File: config.mk
export PLATFORM = sky130hd
export DESIGN_NAME = seg7_scan_ctrl_flat
export DESIGN_NICKNAME = d
export VERILOG_FILES = /design/src/rtl/seg7_scan_ctrl_if.sv /design/src/rtl/seg7_scan_ctrl.sv /design/src/flat_wrapper.sv
export SDC_FILE = /design/constraint.sdc
export NUM_CORES = 1
export LEC_CHECK = 0
export ABC_AREA = 1
export CORE_AREA = 2 2 91 93
export CTS_CLUSTER_DIAMETER = 100
export DETAILED_ROUTE_END_ITERATION = 10
export DIE_AREA = 0 0 93 95
export DONT_BUFFER_PORTS = 1
export PLACE_DENSITY_LB_ADDON = 0.12
export SLEW_MARGIN = 20
export SYNTH_ARGS = -nofsm -noshare
export SYNTH_HDL_FRONTEND = slang
export SYNTH_SLANG_ARGS = --single-unit
File: constraint.sdc
create_clock -name clk -period 3.15 [get_ports clk]
set_clock_uncertainty 0.2 [all_clocks]
set_input_delay 0.63 -clock clk [delete_from_list [all_inputs] [get_ports clk]]
set_output_delay 0.63 -clock clk [all_outputs]
set_load 0.05 [all_outputs]
File: src/rtl/seg7_scan_ctrl_if.sv
// rtl/seg7_scan_ctrl_if.sv - digit register file write port
interface seg7_scan_ctrl_if #(
  parameter int AW = 3
);
  logic          wr_en;
  logic [AW-1:0] wr_addr;
  logic [3:0]    wr_data;
  logic          wr_dp;
  logic          wr_blank;

  modport master (output wr_en, wr_addr, wr_data, wr_dp, wr_blank);
  modport slave  (input  wr_en, wr_addr, wr_data, wr_dp, wr_blank);
endinterface

File: src/rtl/seg7_scan_ctrl.sv
// rtl/seg7_scan_ctrl.sv - multiplexed seven-segment scanner with digit register file
module seg7_scan_ctrl #(
  parameter int NUM_DIGITS     = 8,
  parameter int DIV            = 100000,
  parameter bit SEG_ACTIVE_LOW = 1'b1,
  parameter bit AN_ACTIVE_LOW  = 1'b1
) (
  input  logic                  clk,
  input  logic                  reset,
  seg7_scan_ctrl_if.slave       wr,
  input  logic                  lz_blank,
  output logic [6:0]            segments,
  output logic                  dp,
  output logic [NUM_DIGITS-1:0] anode,
  output logic                  frame_tick
);
  localparam int AW = $clog2(NUM_DIGITS);
  localparam int CW = $clog2(DIV);
  localparam logic [6:0]            SEG_OFF = {7{SEG_ACTIVE_LOW}};
  localparam logic                  DP_OFF  = SEG_ACTIVE_LOW;
  localparam logic [NUM_DIGITS-1:0] AN_OFF  = {NUM_DIGITS{AN_ACTIVE_LOW}};

  logic [NUM_DIGITS-1:0][3:0] rf_val;
  logic [NUM_DIGITS-1:0]      rf_dp;
  logic [NUM_DIGITS-1:0]      rf_blank;
  logic [NUM_DIGITS-1:0]      suppress;
  logic [CW-1:0]              pcnt;
  logic [AW-1:0]              idx;
  logic                       tick;
  logic                       addr_ok;
  logic                       above_clear;
  logic                       dark;

  // Only non-power-of-two digit counts can see an address past the last slot.
  generate
    if (NUM_DIGITS == (1 << AW)) begin : g_full
      assign addr_ok = 1'b1;
    end else begin : g_part
      assign addr_ok = (wr.wr_addr < AW'(NUM_DIGITS));
    end
  endgenerate

  always_ff @(posedge clk) begin
    if (reset) begin
      rf_val   <= '0;
      rf_dp    <= '0;
      rf_blank <= '0;
    end else if (wr.wr_en && addr_ok) begin
      rf_val[wr.wr_addr]   <= wr.wr_data;
      rf_dp[wr.wr_addr]    <= wr.wr_dp;
      rf_blank[wr.wr_addr] <= wr.wr_blank;
    end
  end

  assign tick = (pcnt == CW'(DIV - 1));

  always_ff @(posedge clk) begin
    if (reset) begin
      pcnt       <= '0;
      idx        <= '0;
      frame_tick <= 1'b0;
    end else begin
      frame_tick <= 1'b0;
      if (tick) begin
        pcnt <= '0;
        if (idx == AW'(NUM_DIGITS - 1)) begin
          idx        <= '0;
          frame_tick <= 1'b1;
        end else begin
          idx <= idx + AW'(1);
        end
      end else begin
        pcnt <= pcnt + CW'(1);
      end
    end
  end

  // Walk down from the most significant digit; blank slots count as zero above.
  always_comb begin
    suppress    = '0;
    above_clear = 1'b1;
    for (int i = NUM_DIGITS - 1; i >= 1; i--) begin
      suppress[i] = lz_blank && above_clear && (rf_val[i] == 4'h0);
      above_clear = above_clear && (rf_blank[i] || (rf_val[i] == 4'h0));
    end
  end

  function automatic logic [6:0] decode(input logic [3:0] v);
    case (v)
      4'h0:    decode = 7'b1111110;
      4'h1:    decode = 7'b0110000;
      4'h2:    decode = 7'b1101101;
      4'h3:    decode = 7'b1111001;
      4'h4:    decode = 7'b0110011;
      4'h5:    decode = 7'b1011011;
      4'h6:    decode = 7'b1011111;
      4'h7:    decode = 7'b1110000;
      4'h8:    decode = 7'b1111111;
      4'h9:    decode = 7'b1111011;
      4'hA:    decode = 7'b1110111;
      4'hB:    decode = 7'b0011111;
      4'hC:    decode = 7'b1001110;
      4'hD:    decode = 7'b0111101;
      4'hE:    decode = 7'b1001111;
      default: decode = 7'b1000111;
    endcase
  endfunction

  assign dark = rf_blank[idx] || suppress[idx];

  // XOR with the off level applies the polarity; tick cycles form the ghosting gap.
  always_ff @(posedge clk) begin
    if (reset || tick) begin
      segments <= SEG_OFF;
      dp       <= DP_OFF;
      anode    <= AN_OFF;
    end else begin
      anode    <= AN_OFF ^ (NUM_DIGITS'(1) << idx);
      segments <= dark ? SEG_OFF : (SEG_OFF ^ decode(rf_val[idx]));
      dp       <= (dark || !rf_dp[idx]) ? DP_OFF : ~DP_OFF;
    end
  end
endmodule
File: src/flat_wrapper.sv
// flat-port wrapper written by rule: the top's interface ports become plain ports
module seg7_scan_ctrl_flat 
#(
  parameter int NUM_DIGITS     = 8,
  parameter int DIV            = 100000,
  parameter bit SEG_ACTIVE_LOW = 1'b1,
  parameter bit AN_ACTIVE_LOW  = 1'b1
)
  (clk, reset, lz_blank, segments, dp, anode, frame_tick, wr_wr_en, wr_wr_addr, wr_wr_data, wr_wr_dp, wr_wr_blank);
  seg7_scan_ctrl_if wr_i ();
  input  logic clk;
  input  logic reset;
  input  logic lz_blank;
  output logic [6:0] segments;
  output logic dp;
  output logic [NUM_DIGITS-1:0] anode;
  output logic frame_tick;
  input wire logic [$bits(wr_i.wr_en)-1:0] wr_wr_en;
  input wire logic [$bits(wr_i.wr_addr)-1:0] wr_wr_addr;
  input wire logic [$bits(wr_i.wr_data)-1:0] wr_wr_data;
  input wire logic [$bits(wr_i.wr_dp)-1:0] wr_wr_dp;
  input wire logic [$bits(wr_i.wr_blank)-1:0] wr_wr_blank;
  assign wr_i.wr_en = wr_wr_en;
  assign wr_i.wr_addr = wr_wr_addr;
  assign wr_i.wr_data = wr_wr_data;
  assign wr_i.wr_dp = wr_wr_dp;
  assign wr_i.wr_blank = wr_wr_blank;
  seg7_scan_ctrl #(.NUM_DIGITS(NUM_DIGITS), .DIV(DIV), .SEG_ACTIVE_LOW(SEG_ACTIVE_LOW), .AN_ACTIVE_LOW(AN_ACTIVE_LOW)) u_core (.clk(clk), .reset(reset), .wr(wr_i), .lz_blank(lz_blank), .segments(segments), .dp(dp), .anode(anode), .frame_tick(frame_tick));
endmodule
==> out/results.tsv <==
stage	metric	value	unit
sta	Tcrit/Tclk final	73.9	%
sta	final setup fails	0	
die	Site Rows	33	
routing	Vias	3676	
routing	Via density	5.18	
clock_tree	CTS Buf Count	9	
layout	most frequent cells in the layout	124 x nor2_1, 121 x nand2_1, 85 x dfxtp_1	
die	die width	93	um
clock_tree	post-CTS setup buffers	0	
die	Die Y	95	um
power_and_ir_drop	PD cells	464	nW/um2
layout	Layout Nets	627	
yosys	synthesis warning total	0	
clock_tree	clock sinks	85	
yosys	Netlist cell types	38	
die	initial core utilization	52.7	%
hold_path	Hold Path Class	input port to register	
global_routing	vias in the first global route	3226	
global_routing	largest net degree at the start of global routing	50	
routing	Post-Route WL	9.31	mm
global_routing	initial antenna violation count	0	
layout	P&R area growth vs syn	5.42	%
routing	WL met2	4.25	mm
routing	1st-iter DRT viols	188	
worst_setup_path	CP max FO	15	
worst_setup_path	Worst Setup Path Type	register to register	
sta	worst slew pin tran	601	ps
clock_tree	post-CTS sizing	0	
yosys	Seq/Total Area, Yosys	40.7	%
worst_setup_path	critical path arrival	2430	ps
worst_setup_path	crit-path cells	buf_4 > nor2_1 > nor2_1 > nand2_1 > nand3_1 > nand2_1 > ha_1 > o211ai_1 > nand2_1 > nand2_1	
die	CORE AREA	7930	um2
clock_tree	worst skew pair latency	360	ps
status	outcome	finished clean	
placed_design	port bufs	0	
clock_tree	H-tree levels	3	
routing	met3 WL	511	um
die	Die Area	8840	um2
placed_design	GP Congestion	0.866	
clock_tree	Root Driver	clkbuf_8	
layout	share of layout cells above drive strength 1	8.44	%
global_routing	first-pass GRT wire length	15.7	mm
routing	first-pass detailed-route iteration total	5	
yosys	#FFs+latches synth	85	
clock_tree	Clock Pin Slew Worst Setup and Hold Paths	80	ps
clock_tree	clock tree buffer depth	2	
yosys	syn_area_per_cell	6.91	um2
routing	Detail Route Antenna Nets	0	
sta	min Tclk post-route	2330	ps
sta	FMAX	430	MHz
routing	top layer in use	met4	
job	Max Cap Violations	0	
worst_setup_path	Buf/Inv on CP	1	
power_and_ir_drop	P_leak	1.90	nW
routing	WL/cell	13.1	um
worst_setup_path	Setup crit end kind	register	
worst_setup_path	crit path launch type	register	
worst_setup_path	Slowest cell on crit path	dfxtp_1	
global_routing	GR Overflow Total	0	
routing	DRC	0	
global_routing	GRT Total Usage	22.4	%
sta	sum of negative setup slack	0	ps
worst_setup_path	Largest delay share family, worst path	flip-flops	
yosys	syn nets	630	
sta	Pins Over Slew Limit	0	
worst_setup_path	Largest stage delay, worst path	710	ps
layout	most common cell after layout, fill and taps aside	nor2_1	
sta	Rel. slew slack	59.9	%
sta	RSZ-0062 raised after global routing	no	
power_and_ir_drop	maximum vdd ir drop	0.000297	V
placed_design	HPWL Detailed	6.81	mm
die	IO Count	30	
worst_setup_path	Worst path most repeated cell	nand2_1	
yosys	Post-Synthesis Cell Area	4180	um2
power_and_ir_drop	Tot Pwr	2.04	mW
clock_tree	hold_buf cts	0	
routing	Met1 Wirelength	4.43	mm
worst_setup_path	Crit path required time	3250	ps
clock_tree	CTS tree	yes	
sta	tightest hold margin	206	ps
yosys	Cells after Synth	604	
layout	n_diodes	0	
sta	Final Hold Viols	0	
-- Yosys cell counts --
| master | count | area, um2 |
|---|---|---|
| a21o_1 | 1 | 7.51 |
| a21oi_1 | 31 | 155 |
| a21oi_2 | 1 | 8.76 |
| a32o_1 | 1 | 10.0 |
| buf_1 | 2 | 7.51 |
| buf_2 | 5 | 25.0 |
| buf_4 | 1 | 7.51 |
| buf_6 | 4 | 45.0 |
| buf_8 | 1 | 15.0 |
| clkbuf_1 | 6 | 22.5 |
| clkinv_1 | 1 | 3.75 |
| dfxtp_1 | 85 | 1700 |
| ha_1 | 13 | 163 |
| inv_1 | 59 | 221 |
| inv_2 | 5 | 18.8 |
| inv_4 | 1 | 6.26 |
| inv_6 | 1 | 8.76 |
| nand2_1 | 121 | 454 |
| nand2_2 | 11 | 68.8 |
| nand2_4 | 2 | 22.5 |
| nand3_1 | 33 | 165 |
| nand3_2 | 7 | 70.1 |
| nand4_1 | 1 | 6.26 |
| nor2_1 | 124 | 465 |
| nor2_2 | 2 | 12.5 |
| nor2_4 | 1 | 11.3 |
| nor3_1 | 2 | 10.0 |
| nor3_4 | 1 | 16.3 |
| nor3b_1 | 1 | 7.51 |
| o211ai_1 | 3 | 22.5 |
| o211ai_2 | 1 | 12.5 |
| o21ai_0 | 59 | 295 |
| o21ai_1 | 8 | 40.0 |
| o22ai_1 | 2 | 12.5 |
| or2_0 | 1 | 6.26 |
| or2_2 | 1 | 6.26 |
| xnor2_1 | 2 | 17.5 |
| xor2_1 | 3 | 26.3 |
-- cell families (layout without fill, tap and decap cells) --
family          after synthesis  in the layout  synth area share [%]
xor+xnor                      5              5                  1.05
simple gates                308            308                  31.7
compound gates              107            107                  13.5
fa+ha+maj                    13             13                  3.89
flops                        85             85                  40.7
buf+inv                      86             86                  9.14
-- flip-flops by register name (all words and copies together) (netlist names) --
register           flops
u_core.anode           8
u_core.pcnt           17
u_core.rf_blank        8
u_core.idx             3
u_core.rf_dp           8
u_core.rf_val         32
u_core.segments        7
u_core.frame_tick      1
u_core.dp              1
-- through the flow --
step                      instances  util, %  instance area (um2)  setup WS (ps)
after floorplan                 604        -                 4180           1310
after global placement          695     53.3                 4220            931
after detailed placement        695     53.3                 4220            845
after CTS                       709     55.5                 4400            818
after global routing            709     55.5                 4400            609
final                           709     55.5                 4400            823
-- report_power, final --
group,internal (mW),switching (mW),leakage (nW)
combinational,0.0489,0.0922,1.12
clock,0.379,0.363,0.0923
sequential,1.11,0.0518,0.692
-- final timing paths --
check	start	end	slack (ps)	cells after the start
setup / recovery	u_core.idx[0]	u_core.segments[3]	820	10
hold / removal	wr_wr_data[0]	u_core.rf_val[24]	210	2
setup reg to reg	u_core.idx[0]	u_core.segments[3]	820	10
hold reg to reg	u_core.pcnt[0]	u_core.pcnt[0]	260	1
-- metal layers --
metal / global-route usage, % / vias up
met1: 30.7 / 1676
met2: 36.1 / 86
met4: 6.00 / 0
met3: 4.63 / 11
met5: 0 / -
li1: - / 1903
-- final cells by class --
class                      count  area, um2
fill                         805       3520
timing repair buffer           5       37.5
clock buffer                  12        145
clock inverter                 2       35.0
sequential                    85       1700
multi-input combinational    433       2090
inverter                      67        259
tap                          105        131
No activity file was read; power rests on OpenSTA's default activity.
==> patch (same flow settings) <==
`NUM_DIGITS` is set to 8 in 2 places; all go to 16.
--- a/src/rtl/seg7_scan_ctrl.sv
+++ b/src/rtl/seg7_scan_ctrl.sv
@@ -2,3 +2,3 @@
 module seg7_scan_ctrl #(
-  parameter int NUM_DIGITS     = 8,
+  parameter int NUM_DIGITS     = 16,
   parameter int DIV            = 100000,
--- a/src/flat_wrapper.sv
+++ b/src/flat_wrapper.sv
@@ -3,3 +3,3 @@
 #(
-  parameter int NUM_DIGITS     = 8,
+  parameter int NUM_DIGITS     = 16,
   parameter int DIV            = 100000,
Ports: changed (resized anode); port bits go from 30 to 38. The function was not compared with the original's and may differ.
==> patch against the unedited design <==
Synthesized area up 8.5%; highest routed layer unchanged; largest cell class unchanged; first-iteration DRC count decreased by 9.0%; maximum frequency decreased by 2.9%; critical path type unchanged; wire length rose by 8.8%; worst setup slack got worse by 0.071 ns; total power grew 17%; sequential cell count is 9 higher; design area is 9.2% higher.
==> patch: results (changes against the unedited design) <==
| Metric | Value |
|---|---|
| Slew Limit Headroom | `60.02% (+0.16 points)` |
| DR iter-0 viols | `171 (-9.0%)` |
| Clock buf/inv share | `5.154% (+1.1 points)` |
| Overall fraction of global-route tracks in use | `24.63% (+2.2 points)` |
| Share of synthesized cell area in full adder, half adder and majority cells | `3.588% (-0.31 points)` |
| Wire length per cell after detailed routing | `13.61 um (+3.7%)` |
| Post-route met1 wirelength | `4931 um (+11%)` |
| Status | `finished, final reports clean` |
| Endpoint of the worst setup timing path | `u_core.segments[6]` |
| Internal | `1.819 mW (+18%)` |
| Total area of multi-input combinational cells | `2205 um^2 (+5.3%)` |
| Multi-input logic cell count | `441 (+1.8%)` |
| Proportion of cell area occupied by multi-input gates | `45.86% (-1.7 points)` |
| Net switching power | `0.5630 mW (+11%)` |
| Hold path start | `reset` |
| Fraction of layout cells with a size suffix above 1 | `8.764% (+0.32 points)` |
| Via count of the first global-routing pass | `3622 (+12%)` |
| Total area of sequential cells | `1882 um^2 (+11%)` |
| Upper clock frequency limit | `417.2 MHz (-2.9%)` |
| Plain + repair buffers | `3 (-2)` |
| Number of nets in the finished design | `660 (+5.3%)` |
| Worst setup path startpoint | `u_core.idx[1]` |
| Number of vias per cell after detailed routing | `5.137 (-0.92%)` |
| Via count | `3822 (+4.0%)` |
| Seq Cell Count | `94 (+11%)` |
| Detailed route wirelength on metal2 | `4623 um (+8.7%)` |
| Number of inserted filler cells in the final layout | `767 (-4.7%)` |
| Pleak | `1.998 nW (+4.9%)` |
| Netlist cell types | `41 (+7.9%)` |
| Largest voltage drop on the vdd net | `0.2940 mV (-1.0%)` |
| Inverters excl. clock | `85 (+27%)` |
| Critical Path Fanout Max | `16 (+1)` |
| Clock network power | `0.971 mW (+31%)` |
| Cell area after synthesis | `4533 um^2 (+8.5%)` |
| Worst setup timing slack at the placement stage | `0.8242 ns (-0.02037 ns)` |
| Layout clock buffer count | `11 (-1)` |
| Number of cell instances on the worst register-to-register path | `12 (+2)` |
patch: cell count changes after synthesis, sizes merged, moves of 3 or more:
cell,unedited run,this run
nand4,1,7
a21oi,32,44
nor2,127,100
nand2,134,144
nor3,3,6
inv,66,84
o21ai,67,63
dfxtp,85,94
patch: worst max-delay path, cell delays in order, from the launching register on:
cell                      delay, ns
sky130_fd_sc_hd__dfxtp_1       0.71
sky130_fd_sc_hd__inv_2         0.27
sky130_fd_sc_hd__nand3_1       0.15
sky130_fd_sc_hd__nand3_1       0.11
sky130_fd_sc_hd__nand2_1       0.09
sky130_fd_sc_hd__nor2_2        0.07
sky130_fd_sc_hd__ha_1          0.22
sky130_fd_sc_hd__inv_1         0.06
sky130_fd_sc_hd__nand4_1       0.12
sky130_fd_sc_hd__nand3_1       0.13
sky130_fd_sc_hd__nand2_1       0.05
sky130_fd_sc_hd__inv_1         0.06
sky130_fd_sc_hd__nand2_2       0.04
